==> src/rtl/ram_sum_seq.sv <==
// ram_sum_seq: owns the single port of a 1024x10 RAM (async read, sync write).
// On start it fetches a base pointer from RAM[PTR_ADDR], reads signed operands
// at base and base+1, writes their sum to base+2 and pulses done.
// Optional feature: define SUM_SAT_EN to saturate the sum on signed overflow
// instead of wrapping; the overflow flag behaves the same in both builds.
module ram_sum_seq #(
   parameter int DW       = 10,
   parameter int AW       = 10,
   parameter int PTR_ADDR = 0
) (
   input  logic          clk,
   input  logic          rst_n,
   input  logic          start,
   output logic          busy,
   output logic          done,
   output logic          overflow,
   output logic [DW-1:0] result,
   output logic [AW-1:0] mem_addr,
   output logic          mem_we,
   output logic [DW-1:0] mem_wdata,
   input  logic [DW-1:0] mem_rdata
);

   typedef enum logic [2:0] {
      S_IDLE,
      S_PTR,
      S_OPA,
      S_OPB,
      S_WR,
      S_DONE
   } state_t;

   state_t        state_q,     state_d;
   logic [AW-1:0] base_q,      base_d;
   logic [DW-1:0] a_q,         a_d;
   logic          ovf_pend_q,  ovf_pend_d;
   logic          overflow_q,  overflow_d;
   logic [DW-1:0] result_q,    result_d;
   logic [AW-1:0] mem_addr_q,  mem_addr_d;
   logic          mem_we_q,    mem_we_d;
   logic [DW-1:0] mem_wdata_q, mem_wdata_d;
   logic          busy_q,      busy_d;
   logic          done_q,      done_d;

   logic [DW-1:0] raw;
   logic          ovf;
   logic [DW-1:0] sum;

   // Sum of operand a and operand b; b is presented on mem_rdata while in OPB,
   // so the write data is ready to register on the OPB->WR edge.
   always_comb begin
      raw = a_q + mem_rdata;
      ovf = (a_q[DW-1] == mem_rdata[DW-1]) && (raw[DW-1] != a_q[DW-1]);
`ifdef SUM_SAT_EN
      if (ovf) begin
         sum = a_q[DW-1] ? {1'b1, {(DW-1){1'b0}}} : {1'b0, {(DW-1){1'b1}}};
      end else begin
         sum = raw;
      end
`else
      sum = raw;
`endif
   end

   // Next-state and next-output computation; outputs are computed for the
   // state being entered so that every port comes straight from a flop.
   always_comb begin
      // NOTE: every signal gets a default here so no path leaves it unassigned,
      // which would otherwise infer a latch.
      state_d     = state_q;
      base_d      = base_q;
      a_d         = a_q;
      ovf_pend_d  = ovf_pend_q;
      overflow_d  = overflow_q;
      result_d    = result_q;
      mem_addr_d  = '0;
      mem_we_d    = 1'b0;
      mem_wdata_d = mem_wdata_q;

      case (state_q)
         S_IDLE: begin
            if (start) begin
               state_d    = S_PTR;
               overflow_d = 1'b0;
               mem_addr_d = AW'(PTR_ADDR);
            end
         end
         S_PTR: begin
            state_d    = S_OPA;
            base_d     = AW'(mem_rdata);
            mem_addr_d = AW'(mem_rdata);
         end
         S_OPA: begin
            state_d    = S_OPB;
            a_d        = mem_rdata;
            mem_addr_d = base_q + AW'(1);
         end
         S_OPB: begin
            // Operand b is consumed directly from mem_rdata, so it needs no
            // register of its own.
            state_d     = S_WR;
            mem_addr_d  = base_q + AW'(2);
            mem_we_d    = 1'b1;
            mem_wdata_d = sum;
            ovf_pend_d  = ovf;
         end
         S_WR: begin
            state_d    = S_DONE;
            result_d   = mem_wdata_q;
            overflow_d = ovf_pend_q;
         end
         S_DONE: begin
            state_d = S_IDLE;
         end
         default: begin
            state_d = S_IDLE;
         end
      endcase

      busy_d = (state_d != S_IDLE);
      done_d = (state_d == S_DONE);
   end

   // State and output registers; reset clears everything, including mem_we,
   // so no write can occur once rst_n falls.
   always_ff @(posedge clk or negedge rst_n) begin
      if (!rst_n) begin
         state_q     <= S_IDLE;
         base_q      <= '0;
         a_q         <= '0;
         ovf_pend_q  <= 1'b0;
         overflow_q  <= 1'b0;
         result_q    <= '0;
         mem_addr_q  <= '0;
         mem_we_q    <= 1'b0;
         mem_wdata_q <= '0;
         busy_q      <= 1'b0;
         done_q      <= 1'b0;
      end else begin
         // NOTE: non-blocking assignments here so every flop samples the
         // pre-edge values computed above, independent of statement order.
         state_q     <= state_d;
         base_q      <= base_d;
         a_q         <= a_d;
         ovf_pend_q  <= ovf_pend_d;
         overflow_q  <= overflow_d;
         result_q    <= result_d;
         mem_addr_q  <= mem_addr_d;
         mem_we_q    <= mem_we_d;
         mem_wdata_q <= mem_wdata_d;
         busy_q      <= busy_d;
         done_q      <= done_d;
      end
   end

   assign busy      = busy_q;
   assign done      = done_q;
   assign overflow  = overflow_q;
   assign result    = result_q;
   assign mem_addr  = mem_addr_q;
   assign mem_we    = mem_we_q;
   assign mem_wdata = mem_wdata_q;

endmodule

==> config.mk <==
export PLATFORM = sky130hd
export DESIGN_NAME = ram_sum_seq
export DESIGN_NICKNAME = d
export VERILOG_FILES = /design/src/rtl/ram_sum_seq.sv
export SDC_FILE = /design/constraint.sdc
export NUM_CORES = 1
export LEC_CHECK = 0
export BUFFER_PORTS_ARGS = -buffer_cell sky130_fd_sc_hd__buf_4
export CAP_MARGIN = 20
export CORE_UTILIZATION = 50
export DETAILED_ROUTE_END_ITERATION = 16
export MAX_ROUTING_LAYER = met4
export PLACE_DENSITY = 0.87
export SLEW_MARGIN = 15
export SYNTH_ARGS = -nofsm -noshare
export SYNTH_HDL_FRONTEND = slang
export SYNTH_SLANG_ARGS = --single-unit
==> constraint.sdc <==
create_clock -name clk -period 1.8 [get_ports clk]
set_clock_uncertainty 0.15 [all_clocks]
set_input_delay 0.36 -clock clk [delete_from_list [all_inputs] [get_ports clk]]
set_output_delay 0.36 -clock clk [all_outputs]
set_load 0.005 [all_outputs]
[Yosys cells after proc, flatten, opt, wreduce, memory -nomap -nowiden]
Cells that the tools add are included.
Storage, ports and cells
  register bits after elaboration: 58
  latch bits: 0
  RAM bits: 0
  bits in read-only memories: 0
  bits of input ports: 13
  memories kept: 0
Cells by class
  add/subtract/negate cells: 3
  multipliers: 0
  div/mod/pow operators: 0
  order comparisons: 0
  equality and inequality tests: 8
  shift operators: 0
  mux-type cells: 6
  bitwise logic cells: 0
  reduce and logical (&&, ||, !) cells: 5
Operators by type and width (count)
  $pmux 10 s3: 1
  $pmux 3 s5: 1
  $add 10x1->10 const B: 1
  $add 10x10->10: 1
  $add 10x2->10 const B: 1
  $eq 3x2->1 const B: 2
  $eq 3x3->1 const B: 2
  $eq 3x1->1 const B: 1
  $logic_not 3->1: 1
  $mux 3: 1
  $reduce_bool 3->1: 1
  $mux 1: 2
  $ne 2x2->1 const B: 1
  $pmux 1 s2: 1
  $reduce_and 2->1: 1
  $reduce_bool 2->1: 1
  $eq 1x1->1: 1
  $logic_and 1x1->1: 1
  $ne 1x1->1: 1

[Depth between registers and ports, before layout]
Gate-level depths: netlist of run 1.
  word-level depth: 3
  depth in mapped cells: 7

[Worst setup path before layout of run 1]
No wires, ideal clock.
  kind: input to register
  start point: input port mem_rdata[0]
  end point: register mem_wdata_q[8] (netlist: mem_wdata[8])
  arrival: 1772 ps
  slack: -191 ps
  stages: 7
  cell sequence: ha_1 > fa_1 > a21o_1 > a21oi_1 > o21ai_0 > a31o_2 > nand3_1
On the way
  cells in the longest elaborated chain, start to end: 1
RTL lines
  from (decl): line 21  | input logic [DW-1:0] mem_rdata
  $add 10x10->10: line 52  | raw = a_q + mem_rdata;
  to (signal assigned): line 150  | mem_wdata_q <= mem_wdata_d;
  to (decl): line 41  | logic [DW-1:0] mem_wdata_q, mem_wdata_d;
Every way passes these cells.
A chain may end at the register's enable or synchronous reset.

[Worst setup path in the final report of run 1]
  start point: register a_q[0]
  end point: register mem_wdata_q[4] (netlist: mem_wdata[4])
On the way
  cells in the longest elaborated chain, start to end: 1
RTL lines
  from (decl): line 35  | logic [DW-1:0] a_q, a_d;
  from (signal assigned): line 130  | a_q <= '0;
  from (signal assigned): line 144  | a_q <= a_d;
  $add 10x10->10: line 52
Every way passes these cells.

==> impl_metrics.json, run 1 <==
{
  "fmax_ghz": 0.528,
  "cts-root-buf": "clkbuf_8",
  "ys_ff_latch": 58,
  "max_slew_margin": 0.738,
  "violations": "setup timing",
  "synth_flop_cell": "dfrtp_1",
  "drv_slew": 0,
  "grt_max_degree": 31,
  "place_inst": 387,
  "drtAntennaViolNets": 0,
  "path_class": "flip-flop to flip-flop",
  "final.setup.tns_ns": -0.488,
  "post_synth_and_or_nand_nor_area_fraction": 0.114,
  "total_power_uw": 6960,
  "worst_slack_ns": -0.0949,
  "syn_inst": 251,
  "drt-total-wl_microns": 6330,
  "io_buffers": 46,
  "h-tree-depth": 3,
  "gp_congestion": 0.903,
  "worstSetupStartpointType": "flip-flop",
  "drc": 0,
  "synth_edf_count": 0,
  "status": "complete, but fails checks",
  "hold_path_class": "input port to flip-flop",
  "vias": 2194,
  "ys_warn_count": 0,
  "synth-xor-area-share": 0.0474,
  "cp.arrival_ns": 1.96,
  "p_leak_uw": 0.00176,
  "dr.pass1.iters": 4,
  "grt_use_met1": 0.295,
  "async_reset_ff_frac": 1.00,
  "critPathMaxFanout": 2,
  "fin_crit_sh": 1.05,
  "path_clk_slew_ns": 0.07,
  "setup_viol": 6,
  "avgSynthCellArea_sq_um": 11.0,
  "rows": 26,
  "final_cell_mix": "buf_4 (82), dfrtp_1 (58), nand2_1 (30)",
  "cts_tree": "done",
  "synth_fp_nets": 276,
  "yosysSeqAreaShare": 0.523,
  "cap_violations": 0,
  "cts_buffers": 9,
  "synth_compound_area_frac": 0.117,
  "dp_hpwl_microns": 4340,
  "busiest_layer": "met2",
  "drt_iter0_drc": 152,
  "overflow": 0,
  "end_kind": "flip-flop",
  "max-vdd-ir-drop_mv": 0.914,
  "synth_cell_types": 41,
  "tightest_slew_ns": 0.393,
  "antenna_found_initial": 0,
  "synth_top_family_by_area": "compound AO/OA/AOI/OAI gates",
  "grt_setup_unrepaired": "true",
  "vias_per_cell": 5.34,
  "grt_pass1_wl_microns": 10500,
  "syn_area_sq_um": 2770,
  "nets": 362,
  "clk_latency_ns": 0.34,
  "place_ws_ns": -0.271,
  "dieArea_sq_um": 5850,
  "fp.dieW_microns": 76.5,
  "cts.sinks": 58,
  "layout-drive-gt1-share": 0.405,
  "use_met2": 0.388,
  "antenna_cells": 0,
  "critical_path_required_ns": 1.87,
  "first_global_vias": 2204,
  "syn2layout_area_growth_pct": 33.6,
  "cts.path.max_buffers": 2,
  "use_met3": 0.0443,
  "synthAdderAreaFrac": 0.0569,
  "final_common_cell": "buf_4",
  "grtUsageTotal": 0.239,
  "final.min_clock_period_ns": 1.89,
  "wire_per_inst_microns": 15.4,
  "start_util": 0.529,
  "hold_ws_ns": 0.162,
  "hold_violations": 0,
  "pwr_density_cell_nw_per_um2": 1880,
  "synth.area.mux_share": 0.116,
  "coreArea_sq_um": 5240,
  "fp.dieH_microns": 76.5,
  "ios": 47,
  "fin_cells": 411
}
## per-layer routing
metal  vias up  wire [microns]
met3        11             275
li1       1050               -
met1      1073            2810
met5         -               0
met4         0             130
met2        60            3110
## worst max-delay path, cell delays in order (launching register included)
cell,delay [ns]
dfrtp_1,0.42
ha_4,0.18
fa_2,0.33
a21o_1,0.17
a21oi_2,0.17
buf_4,0.14
xor2_1,0.13
o21ai_1,0.07
## report_power, final
part | internal [uW] | switching, uW | leakage [uW]
clock network | 637 | 504 | 0.000101
logic | 1870 | 1580 | 0.000955
registers | 1930 | 447 | 0.000707
total | 4430 | 2530 | 0.00176
## cell usage after synthesis, types with 2 or more instances
cell type   n  share of area
a21o_1      3         0.0081
a21oi_1    11          0.020
a22oi_1     4          0.011
a31oi_1     2         0.0045
and3_1      3         0.0068
buf_2       6          0.011
clkbuf_1    3         0.0041
dfrtp_1    58           0.52
ha_1       11          0.050
inv_1       6         0.0081
mux2_2     26           0.11
mux2i_1     3          0.011
nand2_1    30          0.041
nand3_1     5         0.0090
nand4_1     3         0.0068
nor2_1     18          0.024
o21ai_0    21          0.038
or3_1       2         0.0045
xnor2_1    12          0.038
xor2_1      3         0.0095
## area by class of cell
type,instances,area (sq um)
repair buffers,84,646
inverters,7,27.5
fillers,377,1530
flip-flops and latches,58,1450
clock inverters,2,10.0
clock buffers,13,179
well taps,70,87.6
multi-input cells,177,1300
## timing repair
item / CTS / global route
pin swaps: 8 / 6
setup buffers: 5 / 3
hold buffers: 1 / 0
resized for setup: 4 / 5
endpoints found under the setup margin: 6 / 8
hold endpoints to repair: 28 / 0
## path summary, 6_finish.rpt
path	startpoint	end	slack [ns]	cells after the start
max	a_q[0]	mem_wdata[4]	-0.09	7
min	mem_rdata[0]	a_q[0]	0.16	2
max reg2reg	a_q[0]	mem_wdata[4]	-0.09	7
min reg2reg	result[0]	result[0]	0.36	1
max in group asynchronous	rst_n	mem_wdata[1]	0.68	3
min in group asynchronous	rst_n	base_q[6]	0.33	2
## registers in the layout, indices dropped and copies added, names as in the netlist
register	count
busy	1
overflow	1
base_q	10
ovf_pend_q	1
result	10
mem_wdata	10
state_q	3
mem_we	1
a_q	10
done	1
mem_addr	10
## logic make-up (layout without fill, tap and decap cells)
group                      after synthesis  after routing
buffers and inverters                   16            106
muxes                                   29             29
DFF                                     58             58
AOI/OAI and AO/OA                       52             52
adders and majority gates               12             12
and+or+nand+nor                         69             69
xor gates and xnor gates                15             15
## stage by stage
step | utilization | instance area, sq um
after global routing | 0.707 | 3700
final | 0.707 | 3700
after floorplan | - | 2800
after CTS | 0.699 | 3660
after global placement | 0.652 | 3420
after detailed placement | 0.652 | 3420
Power figures use the tool's default switching activity.
==> run 2: changes to the inputs <==
- CORE_ASPECT_RATIO: unset -> 2
==> run 2 against run 1 <==
Effect of this change: fmax shrank 1.6%; register-to-register slack lost 0.03 ns; first-iteration DRC count shrank 63%; count of clock-buffer cells in the layout shrank 2; final area shrank 0.14%; sequential cell count is the same; non-clock buffer count shrank 2; worst setup slack lost 0.030 ns; combinational power shrank 4%; wire length shrank 1.4%; the flow still finishes with violations (setup timing).
==> impl_metrics.json, run 2 (synthesis gave the netlist of run 1 again) <==
{
  "status": "complete, but fails checks",
  "violations": "setup timing",
  "ff_latch_area_sq_um": 1450,
  "timing.rr.start": "a_q[0]",
  "multiInputGateArea_sq_um": 1290,
  "h-tree-depth": 3,
  "antenna_cells": 0,
  "grt_pass1_wl_microns": 9850,
  "grt_setup_unrepaired": "true",
  "syn2layout_area_growth_pct": 33.4,
  "cts_tree": "done",
  "dieArea_sq_um": 5870,
  "critPathMaxFanout": 3,
  "slowest_stage": "dfrtp_1",
  "final.min_clock_period_ns": 1.93,
  "fmax_ghz": 0.519,
  "drt-total-wl_microns": 6250,
  "cts.path.max_buffers": 2,
  "holdPathStages": 2,
  "crit_path_max_incr_delay_ns": 0.41,
  "critical_path.cell_chain": "ha_4 > fa_2 > a21o_1 > a21oi_2 > o21ai_2 > a31o_2 > nand3_2",
  "fin_crit_sh": 1.07,
  "fillerInstances": 397,
  "cap_violations": 0,
  "drtAntennaViolNets": 0,
  "min-delay-start": "mem_rdata[9]",
  "worstSetupStartpointType": "flip-flop",
  "end_kind": "flip-flop",
  "max-vdd-ir-drop_mv": 1.32,
  "critical_path_required_ns": 1.93,
  "drv_slew": 0,
  "vias_per_cell": 5.49,
  "wire_per_inst_microns": 15.6,
  "cts_buffers": 9,
  "io_buffers": 46,
  "worst-r2r-setup-slack_ns": -0.13,
  "p_leak_uw": 0.00176,
  "fp.dieH_microns": 107,
  "fp.dieW_microns": 54.7,
  "grt_max_degree": 31,
  "layout-drive-gt1-share": 0.400,
  "cp.arrival_ns": 2.06,
  "start_util": 0.516,
  "antenna_found_initial": 0,
  "coreArea_sq_um": 5370,
  "dr.pass1.iters": 4,
  "nets": 360,
  "gp_congestion": 0.913,
  "final.setup.tns_ns": -0.490,
  "final_common_cell": "buf_4",
  "cts-root-buf": "clkbuf_8",
  "final_cell_mix": "buf_4 (80), dfrtp_1 (56), nand2_1 (30)",
  "path_clk_slew_ns": 0.07,
  "tightest_slew_ns": 0.368,
  "vias": 2194,
  "crit_start": "a_q[0]",
  "drt_iter0_drc": 56,
  "pwr_density_cell_nw_per_um2": 1890,
  "hold_violations": 0,
  "ios": 47,
  "max_slew_margin": 0.755,
  "clk_latency_ns": 0.34,
  "worst_slack_ns": -0.125,
  "overflow": 0,
  "hold_ws_ns": 0.165,
  "dp_hpwl_microns": 4630,
  "grtUsageTotal": 0.248,
  "r2r.worst_path.cells": 7,
  "first_global_vias": 2159,
  "setup_viol": 5,
  "rows": 38,
  "path_class": "flip-flop to flip-flop",
  "hold_path_class": "input port to flip-flop",
  "drc": 0,
  "cts.sinks": 58
}
[run 2: cell types whose count changed in the layout (fill, tap and decap cells not counted), moves of 2 or more]
cell / previous run / this run
dfrtp_2: 0 / 2
bufinv_16: 0 / 2
buf_4: 82 / 80
clkbuf_8: 13 / 10
dfrtp_1: 58 / 56
[run 2: what timing repair did]
action / 4_1_cts / 5_1_grt
setup buffers: 2 / 1
cloned: 0 / 0
hold endpoints to repair: 58 / 0
gates resized for setup: 5 / 4
endpoints found under the setup margin: 6 / 9
hold buffers: 1 / 0
pin swaps: 1 / 7
[run 2: area by class of cell]
cell class / instances / area share
Multi-Input combinational cell: 177 / 0.349
Tap cell: 60 / 0.0203
Clock buffer: 11 / 0.0382
Sequential cell: 58 / 0.393
Timing Repair Buffer: 82 / 0.171
Clock inverter: 5 / 0.0210
Inverter: 7 / 0.00744
[run 2: report_power, final]
| part | internal, uW | switching, uW |
|---|---|---|
| combinational | 1800 | 1500 |
| sequential | 1930 | 445 |
| clock | 812 | 515 |
[run 2: routing by layer]
| metal | up-vias | part of all wire | GRT usage | wire (microns) |
|---|---|---|---|---|
| met5 | - | 0 | - | 0 |
| met4 | 0 | 0.039 | 0.159 | 242 |
| met3 | 18 | 0.038 | 0.0537 | 238 |
| met2 | 72 | 0.55 | 0.401 | 3420 |
| met1 | 1049 | 0.38 | 0.256 | 2350 |
| li1 | 1055 | - | - | - |
[run 2: critical path, delay by kind of cell, from the launching register on]
| kind | cells | cell delay, ns |
|---|---|---|
| AO/OA/AOI/OAI | 4 | 0.71 |
| adder cells (fa/ha/maj) | 2 | 0.54 |
| flip-flops | 1 | 0.41 |
| AND/OR/NAND/NOR | 1 | 0.05 |
[run 2: final timing paths]
kind	endpoint
max	mem_wdata[8]
min	a_q[9]
max reg2reg	mem_wdata[8]
min reg2reg	result[7]
max in group asynchronous	base_q[4]
min in group asynchronous	result[9]
[run 2: through the flow]
| step | util | area, sq um | worst slack, ns | power (uW) | instances |
|---|---|---|---|---|---|
| floorplan | - | 2800 | -0.0265 | 4260 | 251 |
| global placement | 0.638 | 3430 | -0.227 | 5410 | 380 |
| detailed placement | 0.638 | 3430 | -0.284 | 5590 | 380 |
| CTS | 0.687 | 3690 | -0.138 | 7000 | 399 |
| global route | 0.688 | 3700 | -0.192 | 7530 | 400 |
| finish | 0.688 | 3700 | -0.125 | 7000 | 400 |
